<file path="src/rtl/frogger_pkg.sv">
`default_nettype none
// ============================================================================
//  Module      : frogger_pkg
//  Description : Shared types and constants for the frog-race match referee.
//  Revision    : 1.0 - initial release
// ============================================================================
package frogger_pkg;

    localparam int SCORE_W           = 4;
    localparam int DEFAULT_WIN_SCORE = 3;

    typedef enum logic [1:0] {
        PLAY     = 2'd0,
        OVERTIME = 2'd1,
        P1_WIN   = 2'd2,
        P2_WIN   = 2'd3
    } referee_state_t;

endpackage : frogger_pkg
`default_nettype wire

</file>
<file path="src/rtl/goal_counter.sv">
`default_nettype none
// ============================================================================
//  Module      : goal_counter
//  Description : Per-player score counter that saturates at max; the next
//                count is exported so the referee can decide on the same edge.
//  Revision    : 1.0 - initial release
// ============================================================================
module goal_counter
    import frogger_pkg::*;
(
    input  logic               clk,
    input  logic               clear,
    input  logic               inc,
    input  logic [SCORE_W-1:0] max,
    output logic [SCORE_W-1:0] count,
    output logic [SCORE_W-1:0] count_next
);

    localparam logic [SCORE_W-1:0] c_one = {{(SCORE_W-1){1'b0}}, 1'b1};

    logic [SCORE_W-1:0] r_count;
    logic [SCORE_W-1:0] w_count_next;

    always_comb begin
        w_count_next = r_count;
        if (clear) begin
            w_count_next = '0;
        end else if (inc && (r_count < max)) begin
            w_count_next = r_count + c_one;
        end
    end

    always_ff @(posedge clk) begin
        r_count <= w_count_next;
    end

    assign count      = r_count;
    assign count_next = w_count_next;

endmodule : goal_counter
`default_nettype wire

</file>
<file path="src/rtl/match_referee.sv">
`default_nettype none
// ============================================================================
//  Module      : match_referee
//  Description : Scores a two-frog race and declares a winner or overtime.
//                Optional match timeout enabled by macro MATCH_TIMEOUT_EN.
//  Revision    : 1.0 - initial release
// ============================================================================
module match_referee
    import frogger_pkg::*;
#(
    parameter int WIN_SCORE     = DEFAULT_WIN_SCORE,
    parameter int TIMEOUT_TICKS = 60
) (
    input  logic               clk,
    input  logic               reset,
    input  logic               p1_goal,
    input  logic               p2_goal,
    input  logic               tick,
    output logic               f1,
    output logic               f2,
    output logic [SCORE_W-1:0] p1_score,
    output logic [SCORE_W-1:0] p2_score,
    output logic               overtime
);

    localparam logic [SCORE_W-1:0] c_win = SCORE_W'(WIN_SCORE);

    referee_state_t     r_state;
    referee_state_t     w_state_next;
    logic               r_f1;
    logic               r_f2;
    logic               r_overtime;
    logic               w_play;
    logic [SCORE_W-1:0] w_p1_next;
    logic [SCORE_W-1:0] w_p2_next;
    logic               w_p1_reach;
    logic               w_p2_reach;
    logic               w_timeout;

    assign w_play = (r_state == PLAY);

    // Scores only move during regular play; reset doubles as the counter clear.
    goal_counter u_p1_counter (
        .clk        (clk),
        .clear      (reset),
        .inc        (p1_goal & w_play),
        .max        (c_win),
        .count      (p1_score),
        .count_next (w_p1_next)
    );

    goal_counter u_p2_counter (
        .clk        (clk),
        .clear      (reset),
        .inc        (p2_goal & w_play),
        .max        (c_win),
        .count      (p2_score),
        .count_next (w_p2_next)
    );

    assign w_p1_reach = p1_goal && (w_p1_next == c_win);
    assign w_p2_reach = p2_goal && (w_p2_next == c_win);

`ifdef MATCH_TIMEOUT_EN
    localparam logic [7:0] c_timeout = 8'(TIMEOUT_TICKS);

    logic [7:0] r_tick_count;
    logic       w_tick_play;

    assign w_tick_play = tick && w_play;
    assign w_timeout   = w_tick_play && ((r_tick_count + 8'd1) == c_timeout);

    always_ff @(posedge clk) begin
        if (reset) begin
            r_tick_count <= 8'd0;
        end else if (w_tick_play) begin
            r_tick_count <= r_tick_count + 8'd1;
        end
    end
`else
    logic w_unused_tick;

    assign w_unused_tick = tick;
    assign w_timeout     = 1'b0;
`endif

    always_comb begin
        w_state_next = r_state;
        case (r_state)
            PLAY: begin
                // A goal that ends the match outranks a coincident timeout.
                if (w_p1_reach && w_p2_reach) begin
                    w_state_next = OVERTIME;
                end else if (w_p1_reach) begin
                    w_state_next = P1_WIN;
                end else if (w_p2_reach) begin
                    w_state_next = P2_WIN;
                end else if (w_timeout) begin
                    if (w_p1_next > w_p2_next) begin
                        w_state_next = P1_WIN;
                    end else if (w_p2_next > w_p1_next) begin
                        w_state_next = P2_WIN;
                    end else begin
                        w_state_next = OVERTIME;
                    end
                end
            end
            OVERTIME: begin
                if (p1_goal && !p2_goal) begin
                    w_state_next = P1_WIN;
                end else if (p2_goal && !p1_goal) begin
                    w_state_next = P2_WIN;
                end
            end
            default: w_state_next = r_state;
        endcase
    end

    always_ff @(posedge clk) begin
        if (reset) begin
            r_state    <= PLAY;
            r_f1       <= 1'b0;
            r_f2       <= 1'b0;
            r_overtime <= 1'b0;
        end else begin
            r_state    <= w_state_next;
            r_f1       <= (w_state_next == P1_WIN);
            r_f2       <= (w_state_next == P2_WIN);
            r_overtime <= (w_state_next == OVERTIME);
        end
    end

    assign f1       = r_f1;
    assign f2       = r_f2;
    assign overtime = r_overtime;

endmodule : match_referee
`default_nettype wire

</file>
<file path="config.mk">
export PLATFORM = sky130hd
export DESIGN_NAME = match_referee
export DESIGN_NICKNAME = d
export VERILOG_FILES = /design/src/rtl/frogger_pkg.sv /design/src/rtl/goal_counter.sv /design/src/rtl/match_referee.sv
export SDC_FILE = /design/constraint.sdc
export NUM_CORES = 1
export LEC_CHECK = 0
export BUFFER_PORTS_ARGS = -buffer_cell sky130_fd_sc_hd__buf_2
export CAP_MARGIN = 20
export CORE_MARGIN = 5
export CORE_UTILIZATION = 47
export DETAILED_ROUTE_END_ITERATION = 8
export HOLD_SLACK_MARGIN = 0.15
export MAX_ROUTING_LAYER = met4
export PLACE_DENSITY = 0.73
export REMOVE_ABC_BUFFERS = 1
export SLEW_MARGIN = 20
export SYNTH_ARGS = -nofsm -noshare
export SYNTH_HDL_FRONTEND = slang
export SYNTH_HIERARCHICAL = 1
export SYNTH_SLANG_ARGS = --single-unit
export TNS_END_PERCENT = 100
</file>
<file path="constraint.sdc">
create_clock -name clk -period 2.1 [get_ports clk]
set_input_delay 0.42 -clock clk [delete_from_list [all_inputs] [get_ports clk]]
set_output_delay 0.42 -clock clk [all_outputs]
set_load 0.01 [all_outputs]
</file>
Yosys cells after proc, flatten, opt, wreduce, memory -nomap -nowiden
Cells that the tools add are included.
{"block": "word_totals", "output_inout_bits": 11, "word_cells": 38, "input_bits": 5, "reg_bits": 13}
{"block": "op_classes", "addsub": 2, "n_reduce_logical": 10, "n_lt_le_gt_ge": 2, "mux": 10, "eq_ne": 6, "n_bitwise": 2}
{"op": "$mux 4", "count": 4}
{"op": "$mux 2", "count": 5}
{"op": "$add 4x1->4 const B", "count": 2}
{"op": "$eq 4x2->1 const B", "count": 2}
{"op": "$lt 4x2->1 const B", "count": 2}
{"op": "$logic_and 1x1->1", "count": 7}
{"op": "$eq 2x1->1 const B", "count": 2}
{"op": "$eq 2x2->1 const B", "count": 2}
{"op": "$pmux 2 s2", "count": 1}
{"op": "$and 1x1->1", "count": 2}
{"op": "$logic_not 1->1", "count": 2}
{"op": "$logic_not 2->1", "count": 1}

Longest topological paths before layout
{"block": "depth", "ltp_word": 12, "depth_mapped": 10, "depth_no_buf": 10}

Modules after synthesis
Netlist, hierarchy kept.
{"module": "goal_counter", "seq_area_each_um2": 80.1, "area_per_inst_um2": 256.5, "instances": 2, "cells_per_inst": 28}
{"module": "match_referee", "seq_area_each_um2": 100.1, "area_per_inst_um2": 259.0, "instances": 1, "cells_per_inst": 28}

Worst setup path before layout
No wires, ideal clock.
{"block": "synth_timing", "path_kind": "flip-flop to flip-flop", "startpoint": "reg u_p2_counter.r_count[1], in the netlist u_p2_counter/count[1]", "endpoint": "reg r_f1, in the netlist f1", "setup_slack_ps": -289, "period_less_slack_ps": 2389, "arrival_ps": 2328, "setup_time_ps": 60, "path_stages_with_launch": 10, "n_path_buf": 0, "required_ps": 2040, "path_cell_list": "dfxtp_1 ha_1 o211ai_2 o211ai_2 or3_1 a21oi_1 and4bb_1 and4_1 nor4_2 and3b_1"}
{"block": "synth_between", "elab_chain_cells": 11, "elab_cells_between_ends": 13, "classes_between": "add/sub (1); order compare (1); eq/ne (2); mux (6); reduce/logical (3)"}
{"item": "start, declared", "line_no": "goal_counter.sv:21", "text": "logic [SCORE_W-1:0] r_count;"}
{"item": "start signal, assigned", "line_no": "goal_counter.sv:34", "text": "r_count <= w_count_next;"}
{"item": "$lt 4x2->1", "line_no": "goal_counter.sv:28", "text": "end else if (inc && (r_count < max)) begin"}
{"item": "$logic_and 1x1->1", "line_no": "goal_counter.sv:28"}
{"item": "$mux 4 *", "line_no": "goal_counter.sv:28"}
{"item": "$mux 4 *", "line_no": "goal_counter.sv:26", "text": "if (clear) begin"}
{"item": "named net w_p2_next[3]", "line_no": "match_referee.sv:35", "text": "logic [SCORE_W-1:0] w_p2_next;"}
{"item": "$eq 4x2->1 *", "line_no": "match_referee.sv:62", "text": "assign w_p2_reach = p2_goal && (w_p2_next == c_win);"}
{"item": "$logic_and 1x1->1 *", "line_no": "match_referee.sv:62"}
{"item": "$mux 2", "line_no": "match_referee.sv:96", "text": "end else if (w_p2_reach) begin"}
{"item": "$mux 2", "line_no": "match_referee.sv:94", "text": "end else if (w_p1_reach) begin"}
{"item": "$mux 2 *", "line_no": "match_referee.sv:92", "text": "if (w_p1_reach && w_p2_reach) begin"}
{"item": "$pmux 2 s2 *", "line_no": "match_referee.sv:89", "text": "case (r_state)"}
{"item": "$eq 2x2->1 *", "line_no": "match_referee.sv:127", "text": "r_f1 <= (w_state_next == P1_WIN);"}
{"item": "end signal, assigned", "line_no": "match_referee.sv:127"}
{"item": "end, declared", "line_no": "match_referee.sv:30", "text": "logic r_f1;"}
Mark *: on every way through the listed nets, which the timed path passes. The rest lies on a longest branch.
A chain may end at the register's enable or synchronous reset.

Worst setup path in the final report
{"block": "layout_timing", "startpoint": "reg u_p2_counter.r_count[3], in the netlist u_p2_counter/count[3]", "endpoint": "reg r_f1, in the netlist f1"}
Same word-level chain as after synthesis.

==> results by group <==
Outcome
  • Status: complete, but fails checks
  • Failing checks: setup timing

Die
  • Starting density of the core: 50.7%
  • Chip Height: between 50 and 60 microns
  • # rows: 14
  • Chip Width: 50.5 microns
  • Die area: around 2600 sq um
  • I/O pins: 16
  • Core Footprint: about 1500 sq um

Critical path
  • Crit path DAT: 2.65 ns
  • Family with the most delay on the worst path: simple AND/OR/NAND/NOR gates
  • Setup Crit Path Kind: flip-flop to flip-flop
  • Critical-path top delay cell: or3_4
  • Worst Reg2Reg Path Length in Cells: 10
  • Worst EP required: ~2.3 ns
  • Crit-path cells: ha_1, nand2_1, o211ai_4, or3_4, a21oi_2, and4bb_2, buf_6, a211oi_4, nor4_4, and3b_1
  • Critical-path maximum fanout: 6
  • Crit path largest cell delay: 0.38 ns
  • Worst R2R Start: u_p2_counter/count[3]$_DFF_P_
  • Terminus of the critical flop-to-flop path: f1$_SDFF_PP0_
  • Reg2reg setup slack: -0.39 ns
  • Worst path bufs/invs: 1
  • CP Capture Type: flip-flop
  • Startpoint types: flip-flop

STA
  • Clock Skews: between 0.003 and 0.004 ns
  • Final Cycle Share: 118%
  • Hold Worst Slack: 0.494 ns
  • RSZ-0062 raised after global routing: true
  • Final setup violation count: 5
  • Final Hold Fails: 0
  • Final slew viol count: 0
  • Fmax achieved: ~400 MHz
  • Final setup TNS: -1.53 ns
  • Worst setup margin: -0.388 ns
  • Tmin final: 2.49 ns

Final layout
  • Ant. Diodes: 0
  • Layout area overhead: 53.0%
  • Nets@finish: 139
  • Fill cells: 99
  • Share of cells above drive strength 1: between 40% and 50%

Hold path
  • Hold Path Origin: reset
  • Hold-critical path endpoint: r_state[1]$_SDFF_PP0_
  • Hold Path Stages: 2
  • Hold Crit Class: input pin to flip-flop

Global routing
  • First-pass GRT wire length: roughly 3.1 mm
  • GRT overflow: 0
  • Total GRT Usage: ~16%
  • Initial antenna violation count: 0
  • Number of global-route vias before repair: between 700 and 800
  • Largest net degree at the start of global routing: 13

Route
  • Final wirelength: approximately 2.0 mm
  • Wire length per cell: approximately 14 microns
  • Drt drc: 0
  • Drt initial violations: 13
  • DR vias/cell: ~5.3
  • Via count: between 700 and 800
  • TritonRoute pass-1 iters: 4
  • Routed Antenna Nets: 0

Clock network
  • CTS H-Tree Depth: 1
  • Worst-Skew Late Latency: roughly 0.27 ns
  • CTS Buffer Depth: 2
  • Total CTS buffers: 3
  • Clock Sinks: 13
  • Hold Buf Count CTS: 0
  • Clk root buf: clkbuf_4
  • CTS tree: built
  • Clock transition at path regs: around 0.070 ns

Synthesis
  • Synthesized area: between 700 and 800 sq um
  • Cell with the most instances after synthesis: dfxtp_1
  • Async set-reset flop share out of synthesis: 0%
  • Post-synth top area cell: dfxtp_1
  • Post-synthesis cell count: between 80 and 90
  • Top cell type's share of synthesized area: between 30% and 40%
  • Avg Inst Size Synth: just over 9 sq um
  • Synth warnings: 6
  • Dominant cells by area after synthesis: dfxtp_1 34%, ha_1 13%, o211ai_2 6.5%
  • Post-synthesis sequential area ratio: about 34%
  • Top post-synthesis cells by count: 13 x dfxtp_1, 8 x ha_1, 8 x inv_1
  • Post-synth EDFFs: 0
  • Top_reg_cell synth: dfxtp_1
  • FF+latch count, synth: 13
  • Post-synth cell types: 28

Power
  • Net Switching: between 0.00015 and 0.0002 W
  • Worst VDD drop: between 0.0004 and 0.0005 V
  • Reg power frac: between 40% and 50%
  • LEAKAGE: approximately 0.55 nW
  • Clock share of power: ~23%
  • Power per Cell Area: approximately 540 nW/um^2
  • Internal power: around 0.00044 W
  • Logic pwr share: between 30% and 40%
  • Sw Share: 30.6%

Place
  • Routability cong.: around 0.79
  • Post-DP HPWL: ~1.3 mm
  • Port Buffer Count: 14

Flow run
  • Max-Cap Viols: 0
cell usage in the layout (no fill, tap or decap), drive strengths merged:
master / n
a32oi: 1
nor4: 2
nor3b: 3
or3b: 1
nor2: 7
o211ai: 4
and4bb: 1
or2: 1
nand3: 2
and3b: 1
and2: 3
xor2: 3
buf: 31
mux2i: 2
a21oi: 4
or3: 4
conb: 8
nor3: 1
a211oi: 2
o21ai: 4
ha: 8
and3: 1
and4: 1
inv: 8
nor2b: 3
dfxtp: 13
nand2: 2
clkbuf: 4
registers in the layout, summed over array words and instances, names as in the netlist:
name and count:
u_p2_counter/count 4, overtime 1, r_state 2, f2 1
f1 1, u_p1_counter/count 4
worst reg2reg max path, cell delays in order (launching register included):
cell and delay (ns):
dfxtp_1 0.34, ha_1 0.28, nand2_1 0.15, o211ai_4 0.12, or3_4 0.38, a21oi_2 0.16, and4bb_2 0.27, buf_6 0.14
a211oi_4 0.28, nor4_4 0.08, and3b_1 0.20
layer usage:
metal  vias to the layer above  track usage (%)  share of wire (%)
li1                        374                -                  -
met3                         2             4.14                3.5
met4                         0             6.81                1.1
met2                        11             30.8                 54
met5                         -                -                  0
met1                       361             15.1                 41
worst max-delay path by stage:
stage,depth (start not counted),start,to,slack [ns]
2_1_floorplan,9,u_p2_counter/count[1]$_DFF_P_,f1$_SDFF_PP0_,-0.29
4_1_cts,10,u_p2_counter/count[1]$_DFF_P_,f1$_SDFF_PP0_,-0.33
3_5_place_dp,11,p2_goal,f1$_SDFF_PP0_,-0.48
3_3_place_gp,10,p2_goal,f1$_SDFF_PP0_,-0.42
5_1_grt,9,u_p2_counter/count[3]$_DFF_P_,f1$_SDFF_PP0_,-0.48
6_report,10,u_p2_counter/count[3]$_DFF_P_,f1$_SDFF_PP0_,-0.39
power groups by stage:
stage          Sequential, W  Clock, W  Combinational (W)
2_1_floorplan       0.000293         0          0.0000817
5_1_grt             0.000285  0.000167           0.000223
6_report            0.000283  0.000147           0.000204
3_3_place_gp        0.000284         0           0.000154
3_5_place_dp        0.000285         0           0.000160
4_1_cts             0.000282  0.000153           0.000178
logic make-up (layout without fill, tap and decap cells):
kind of cell / after synthesis / count (layout) / synth area share [%]
compound gates: 15 / 15 / 14.7
xor+xnor: 3 / 3 / 3.40
fa+ha+maj: 8 / 8 / 13.0
buf+inv: 8 / 43 / 3.89
flops: 13 / 13 / 33.7
mux: 2 / 2 / 2.59
other cells: 2 / 8 / 0.973
simple gates: 33 / 33 / 27.7
area by class of cell:
| type | count | area (sq um) | share of cell area [%] |
|---|---|---|---|
| clock buffer | 4 | 26.3 | 2.22 |
| timing repair buffer | 31 | 201 | 17.1 |
| inverter | 8 | 30.0 | 2.54 |
| sequential | 13 | 263 | 22.2 |
| multi-input combinational | 69 | 641 | 54.2 |
| tap | 16 | 20.0 | 1.69 |
what timing repair did:
action | in CTS | in global routing
resized for setup | 12 | 14
pin swaps | 9 | 13
buffers inserted | 1 | 1
setup endpoints to repair | 5 | 5
stage by stage:
| stage | utilization (%) | instance area [sq um] | power (W) | instances | worst slack (ns) |
|---|---|---|---|---|---|
| 2_1_floorplan | - | 795 | 0.000374 | 90 | -0.289 |
| 3_3_place_gp | 65.4 | 997 | 0.000438 | 135 | -0.423 |
| 3_5_place_dp | 65.4 | 997 | 0.000445 | 135 | -0.477 |
| 4_1_cts | 71.7 | 1090 | 0.000612 | 140 | -0.334 |
| 5_1_grt | 77.5 | 1180 | 0.000676 | 141 | -0.479 |
| 6_report | 77.5 | 1180 | 0.000634 | 141 | -0.388 |
Note: power is estimated with default switching activity, not from simulation.
